## src/rtl/bcd_to_binary.sv

```systemverilog
// Sequential packed-BCD to binary converter (reverse double-dabble).
// One conversion per i_Start pulse in IDLE; the result is returned with a one-cycle o_DV.
module bcd_to_binary #(
  parameter int DECIMAL_DIGITS = 4,
  parameter int OUTPUT_WIDTH   = 14
) (
  input  logic                        i_Clock,
  input  logic                        reset_n,
  input  logic [DECIMAL_DIGITS*4-1:0] i_BCD,
  input  logic                        i_Start,
  output logic [OUTPUT_WIDTH-1:0]     o_Binary,
  output logic                        o_DV,
  output logic                        o_Error,
  output logic                        o_Busy
);

  localparam int BCD_W = DECIMAL_DIGITS * 4;
  localparam int IDX_W = (DECIMAL_DIGITS > 1) ? $clog2(DECIMAL_DIGITS) : 1;
  localparam logic [7:0]       LAST_LOOP = 8'(OUTPUT_WIDTH - 1);
  localparam logic [IDX_W-1:0] LAST_IDX  = IDX_W'(DECIMAL_DIGITS - 1);

  typedef enum logic [2:0] {
    S_IDLE              = 3'd0,
    S_SHIFT             = 3'd1,
    S_CHECK_SHIFT_INDEX = 3'd2,
    S_SUB               = 3'd3,
    S_CHECK_DIGIT_INDEX = 3'd4,
    S_DONE              = 3'd5
  } t_state;

  t_state                  r_State;
  logic [BCD_W-1:0]        r_Work_Bcd;
  logic [OUTPUT_WIDTH-1:0] r_Work_Bin;
  logic [7:0]              r_Loop;
  logic [IDX_W-1:0]        r_Idx;
  logic                    r_Invalid;

  logic                            w_Bad_Digit;
  logic [3:0]                      w_Digit;
  logic [BCD_W+OUTPUT_WIDTH-1:0]   w_Shift;

  always_comb begin
    w_Bad_Digit = 1'b0;
    for (int i = 0; i < DECIMAL_DIGITS; i++) begin
      if (i_BCD[i*4 +: 4] > 4'd9) w_Bad_Digit = 1'b1;
    end
  end

  assign w_Digit = r_Work_Bcd[{r_Idx, 2'b00} +: 4];
  assign w_Shift = {r_Work_Bcd, r_Work_Bin} >> 1;

  always_ff @(posedge i_Clock) begin
    if (!reset_n) begin
      r_State    <= S_IDLE;
      r_Work_Bcd <= '0;
      r_Work_Bin <= '0;
      r_Loop     <= '0;
      r_Idx      <= '0;
      r_Invalid  <= 1'b0;
      o_Binary   <= '0;
      o_DV       <= 1'b0;
      o_Error    <= 1'b0;
      o_Busy     <= 1'b0;
    end else begin
      o_DV <= 1'b0;
      case (r_State)
        S_IDLE: begin
          if (i_Start) begin
            r_Work_Bcd <= i_BCD;
            r_Work_Bin <= '0;
            o_Busy     <= 1'b1;
            if (w_Bad_Digit) begin
              // Pass through the terminal loop check so a bad digit reports two edges after start.
              r_Invalid <= 1'b1;
              r_Loop    <= LAST_LOOP;
              r_State   <= S_CHECK_SHIFT_INDEX;
            end else begin
              r_State <= S_SHIFT;
            end
          end
        end

        S_SHIFT: begin
          {r_Work_Bcd, r_Work_Bin} <= w_Shift;
          r_State <= S_CHECK_SHIFT_INDEX;
        end

        S_CHECK_SHIFT_INDEX: begin
          if (r_Loop == LAST_LOOP) begin
            r_Loop  <= '0;
            r_State <= S_DONE;
          end else begin
            r_Loop  <= r_Loop + 8'd1;
            r_State <= S_SUB;
          end
        end

        S_SUB: begin
          if (w_Digit >= 4'd8) r_Work_Bcd[{r_Idx, 2'b00} +: 4] <= w_Digit - 4'd3;
          r_State <= S_CHECK_DIGIT_INDEX;
        end

        S_CHECK_DIGIT_INDEX: begin
          if (r_Idx == LAST_IDX) begin
            r_Idx   <= '0;
            r_State <= S_SHIFT;
          end else begin
            r_Idx   <= r_Idx + 1'b1;
            r_State <= S_SUB;
          end
        end

        S_DONE: begin
          // Any BCD residue left after the final shift means the value did not fit.
          o_DV      <= 1'b1;
          o_Error   <= r_Invalid | (r_Work_Bcd != '0);
          o_Binary  <= r_Invalid ? '0 : r_Work_Bin;
          o_Busy    <= 1'b0;
          r_Invalid <= 1'b0;
          r_State   <= S_IDLE;
        end

        default: begin
          o_Busy  <= 1'b0;
          r_State <= S_IDLE;
        end
      endcase
    end
  end

endmodule
```

## config.mk

```make
export PLATFORM = sky130hd
export DESIGN_NAME = bcd_to_binary
export DESIGN_NICKNAME = d
export VERILOG_FILES = /design/src/rtl/bcd_to_binary.sv
export SDC_FILE = /design/constraint.sdc
export NUM_CORES = 1
export LEC_CHECK = 0
export BUFFER_PORTS_ARGS = -buffer_cell sky130_fd_sc_hd__buf_2
export CAP_MARGIN = 15
export CORE_MARGIN = 2
export CORE_UTILIZATION = 52
export DETAILED_ROUTE_END_ITERATION = 6
export MAX_ROUTING_LAYER = met4
export PLACE_DENSITY = 0.77
export SYNTH_ARGS = -nofsm -noshare
export SYNTH_HDL_FRONTEND = slang
export SYNTH_SLANG_ARGS = --single-unit
```

## constraint.sdc

```tcl
create_clock -name i_Clock -period 2.1 [get_ports i_Clock]
set_input_delay 0.42 -clock i_Clock [delete_from_list [all_inputs] [get_ports i_Clock]]
set_output_delay 0.42 -clock i_Clock [all_outputs]
set_load 0.03 [all_outputs]
```

---- After elaboration in Yosys (flattened, before gate mapping) ----
Index checks and enable logic that the tools add are counted.
word-level totals
  bits in registers ....................... 61
  input bits .............................. 19
  output and inout bits ................... 17
  word-level logic and storage cells ...... 73
operators by class
  add/sub/neg operators ................... 4
  $lt $le $gt $ge ......................... 5
  eq/ne operators ......................... 10
  shift-type cells ........................ 3
  mux-type cells .......................... 27
  bitwise operators ....................... 2
  reduce and logical (&&, ||, !) cells .... 12
operators with widths
  operator                                                                 count
  16-bit one-hot mux with 3 select lines                                   1
  16-bit two-way mux                                                       2
  14-bit two-way mux                                                       2
  14-bit one-hot mux with 2 select lines                                   1
  8-bit two-way mux                                                        3
  16-bit bitwise mux                                                       1
  4-bit greater-than comparator (second input constant)                    4
  8-bit one-hot mux with 2 select lines                                    1
  16-bit nonzero test                                                      1
  4-bit by 6-bit variable shift with 16-bit output (first input constant)  1
  16-bit by 5-bit variable part select with 4-bit output                   1
  4-bit by 6-bit variable part select with 16-bit output                   1
  3-bit one-hot mux with 5 select lines                                    1
  3-bit AND reduction                                                      3
  8-bit by 1-bit adder with 8-bit output (second input constant)           1
  8-bit by 4-bit == test with 1-bit output (second input constant)         1
  1-bit two-way mux                                                        8
  3-bit by 2-bit == test with 1-bit output (second input constant)         2
  3-bit == test (second input constant)                                    2
  2-bit two-way mux                                                        3
  3-bit two-way mux                                                        2
  2-bit != test (second input constant)                                    3
  4-bit negation with 6-bit output                                         1
  2-bit nonzero test                                                       3
  other kinds (12)                                                         14

---- Longest topological paths before layout ----
  word-level depth ........................ 8
  depth in mapped cells ................... 8
  depth with buffers taken out ............ 7

---- Least setup slack after synthesis ----
No wires, ideal clock.
  kind .................................... register to register
  start point ............................. register r_Idx[0]
  end point ............................... register r_Work_Bcd[10]
  setup time .............................. 128 ps
  arrival time ............................ 1966 ps
  required time ........................... 1972 ps
  setup slack ............................. 6 ps
  cell stages (with the launch flop) ...... 8
  buffers on the path ..................... 1
  clock period less this slack ............ 2094 ps
  cells stage by stage .................... dfxtp_1 > buf_6 > mux4_2 > ha_1 > xor2_1 > o221ai_1 > a22oi_1 > nor2_1
between the ends
  word-level cells in the longest chain between the ends .. 6
  elaborated cells between the ends (all ways) .. 11
  those cells by class .................... 2 x add/sub; 1 x order compare; 1 x eq/ne; 3 x shift; 3 x mux; 1 x reduce/logical
RTL lines
  element                                                 line  text
  start: declaration                                      35    logic [IDX_W-1:0] r_Idx;
  start signal: assignment                                108   r_Idx <= r_Idx + 1'b1;
  16-bit by 5-bit variable part select with 4-bit output  49    assign w_Digit = r_Work_Bcd[{r_Idx, 2'b00} +: 4];
  4-bit by 2-bit subtractor with 4-bit output             99    if (w_Digit >= 4'd8) r_Work_Bcd[{r_Idx, 2'b00} +: 4] <= w_Digit - 4'd3;
  4-bit by 6-bit variable part select with 16-bit output  99
  16-bit bitwise mux                                      99
  16-bit two-way mux                                      99
  16-bit one-hot mux with 3 select lines                  66    case (r_State)
  end signal: assignment                                  69    r_Work_Bcd <= i_BCD;
  end signal: assignment                                  84    {r_Work_Bcd, r_Work_Bin} <= w_Shift;
  end signal: indexed assignment                          99
  end: declaration                                        32    logic [BCD_W-1:0] r_Work_Bcd;
Several ways; a longest one is shown, not always the timed one. The select of a mux whose other input is x is not followed.
A chain may end at the register's enable or synchronous reset.

---- Final worst setup path ----
  start point ............................. register r_Idx[0]
  end point ............................... register r_Work_Bcd[1]
The elaborated chain is that of the path after synthesis.

==> impl_results.md <==
- Layout cells sized above 1: 0.244
- Syn. warnings: 0
- CTS Buffer Depth: 2
- Post-synth ARST share: 0
- Synth area leader: dfxtp_1
- Fin Setup TNS: 0 ns
- FF-to-FF Start: r_Idx[0]
- Fmax: approximately 0.5 GHz
- Antenna cell count: 0
- Die H: 81.6 µm
- EDFF count, synth: 0
- CTS tree: built
- GRT overflow: 0
- First-pass DRT Iterations: 6
- Post-detail-place hpwl: 6230 µm
- Fillcell total: 501
- Initial Util: 0.535
- Drt wl/cell: about 18 µm
- Skew-Pair Late Insertion Delay: 0.34 ns
- WHS: 0.414 ns
- Worst Path Max Fanout: 5
- Finished Cell Area: 3790 µm²
- Layout area overhead: 21.1%
- CP arrival: around 2.2 ns
- IO buf count: 35
- Status: complete, no violations
- Syn avg cell area: 8.67 µm²
- Post-DRT Antenna Nets: 0
- Placed Cells incl. Taps: 481
- Site Rows: 28
- Power Dens Cells: 862 nW/µm²
- Crit path top cell by count: a211oi_2
- Vias post-DR: about 3,000
- Worst hold path class: input pin to flop
- Synth Net Count: 390
- Worst Setup End Kind: flop
- Critical path startpoint category: flop
- Largest net degree at the start of global routing: 35
- Drt drc: 0
- Reg2Reg Setup Slack: 0.09 ns
- Relative slew slack: 0.345
- Top cells by area, synth: dfxtp_1 39%, nor2_1 5.4%, a22oi_1 5.3%
- Delay-heaviest family, CP: compound AO/OA/AOI/OAI gates
- Final-stage net count: 446
- Final worst-path cycle share: 0.958
- Core Util, Final: 0.648
- Critical path class: flop to flop
- Setup violators final: 0
- #FFs+latches synth: 61
- CTS root buffer: clkbuf_8
- Hold_sp: i_BCD[2]
- Post-Syn Area: 3130 µm²
- Hold Path Stages: 3
- Post-Syn Instances: around 360
- Reg2reg path depth: 7
- P_leak: approximately 1.6 nW
- CORE AREA: 5850 µm²
- Cells along the critical path: mux4_2 > inv_1 > ha_1 > a22oi_1 > a211oi_2 > a21oi_2 > a211oi_2
- Initial DRC count: 248
- Max Cap Viol: 0
- Tmin final: a little over 2 ns
- Buf/Inv on CP: 1
- Clock slew seen by the registers of the worst setup and hold paths: ~0.080 ns
- Slowest cell on the critical path: mux4_2
- R2R Path End: r_Work_Bcd[1]
- Endpoints failing hold: 0
- Max-slew violations: 0
- Yosys cell types: 54
- IO Pins: 36
- Cell Area, Placed: 3560 µm²
- Finished Layout Cells: 497
- Slew @ Worst Pin: 0.979 ns
- Worst Hold Path EP: r_Work_Bcd[2]
- CTS Buf Count: 9
- Initial antenna violation count: 0
- CP peak stage delay: 0.56 ns
- Drt total wl: 8710 µm
- Total track usage: 0.278
- Max VDD drop: 524 µV
- Clock skew: 0.0104 ns
- Sequential share of the synthesized area: 0.390
- Ys flop type: dfxtp_1
- Die X: roughly 80 µm
- First-pass GRT wire length: 13,600 µm
- # H-tree levels: 3
- Postcts setup bufs: 0
- Via density: 6.14
- Die area: 6650 µm²
- Synth top area share: 0.390
- Number of global-route vias before repair: roughly 2,700
- CTS sink count: a little over 60
- Req. time, crit path: between 2 and 2.5 ns
- GP Congestion: around 0.97
==> layer usage <==
metal  vias to the layer above  global-route usage  routed length (µm)  part of all wire
met1                      1441               0.353                3830              0.44
met2                       135               0.426                3920              0.45
met4                         0               0.112                 235             0.027
met3                        23              0.0670                 727             0.083
met5                         -                   -                   0                 0
li1                       1452                   -                   -                 -
==> cell usage after synthesis (4+ instances only) <==
cell type  count
nand2_1       23
nor3b_1        4
o21ai_0       24
o31ai_1        4
a22oi_1       22
nor2_1        45
a31oi_1        4
mux4_2         4
ha_1          10
a22o_1        15
clkbuf_1      18
a21oi_1       18
inv_1         17
o221ai_1       7
nor3_1         6
dfxtp_1       61
a211oi_1       5
nand4_1        5
nand2b_1      11
nor4_1         4
==> placed cells by master (no fill, tap or decap), types with 3 or more instances in the layout <==
cell and n:
dfxtp_1 59, nor2_1 45, buf_2 35, buf_4 31, o21ai_0 24, nand2_1 23
a22oi_1 22, inv_1 17, a21oi_1 17, a22o_1 15, nand2b_1 11, ha_1 10
clkbuf_8 9, o221ai_1 7, nor3_1 6, nand4_1 5, mux4_2 4, nor3b_1 4
o31ai_1 4, nor4_1 4, a31oi_1 4, a211oi_1 3, nand4b_1 3, a221oi_1 3
mux2i_1 3, nand3_1 3
==> worst min-delay path: cells and delay by family <==
kind	cells	cell delay, ns
compound gates	2	0.19
buf+inv	1	0.10
==> cell families (layout without fill, tap and decap cells) <==
kind of cell / after synthesis / count (layout) / synth area share
AOI/OAI and AO/OA: 121 / 121 / 0.273
xor gates and xnor gates: 2 / 2 / 0.00800
adders and majority gates: 10 / 10 / 0.0400
buffers and inverters: 40 / 101 / 0.0516
DFF: 61 / 61 / 0.390
muxes: 7 / 7 / 0.0384
and+or+nand+nor: 120 / 120 / 0.199
==> what timing repair did <==
action | 4_1_cts | 5_1_grt
setup endpoints to repair | 5 | 13
hold buffers | 0 | 0
gates resized for setup | 2 | 6
gates cloned | 0 | 0
==> flip-flops by register name, summed over array words and instances, names as in the netlist, 2 cells and up <==
name        cells
o_Binary       14
r_Idx           2
r_Loop          8
r_State         3
r_Work_Bcd     16
r_Work_Bin     14
==> worst max path at each step <==
| stage | slack (ns) | start | depth (start not counted) | end |
|---|---|---|---|---|
| after CTS | 0.02 | r_Idx[0] | 7 | r_Work_Bcd[13] |
| after detailed placement | -0.03 | r_Idx[0] | 6 | r_Work_Bcd[10] |
| after global placement | 0.03 | r_Idx[0] | 6 | r_Work_Bcd[10] |
| after floorplan | 0.006 | r_Idx[0] | 7 | r_Work_Bcd[10] |
| final | 0.09 | r_Idx[0] | 7 | r_Work_Bcd[1] |
| after global routing | -0.07 | r_Idx[0] | 7 | r_Work_Bcd[1] |
==> through the flow <==
step,worst slack [ns],total power [W]
CTS,0.0236,0.00324
global route,-0.0704,0.00342
finish,0.0880,0.00327
detailed placement,-0.0313,0.00218
global placement,0.0284,0.00217
floorplan,0.00620,0.00188
==> cell type report <==
cell class | count | area (µm²) | area share
clock buffers | 9 | 124 | 0.0327
clock inverters | 7 | 73.8 | 0.0195
inverters | 18 | 67.6 | 0.0178
multi-input cells | 260 | 1780 | 0.469
flip-flops and latches | 61 | 1230 | 0.324
well taps | 75 | 93.8 | 0.0248
repair buffers | 67 | 428 | 0.113
==> power breakdown <==
part | total [W] | switching [W] | internal [W]
logic | 0.000863 | 0.000495 | 0.000368
clock network | 0.00106 | 0.000505 | 0.000552
registers | 0.00135 | 0.000111 | 0.00123
total | 0.00327 | 0.00111 | 0.00215
Power figures use the tool's default switching activity.
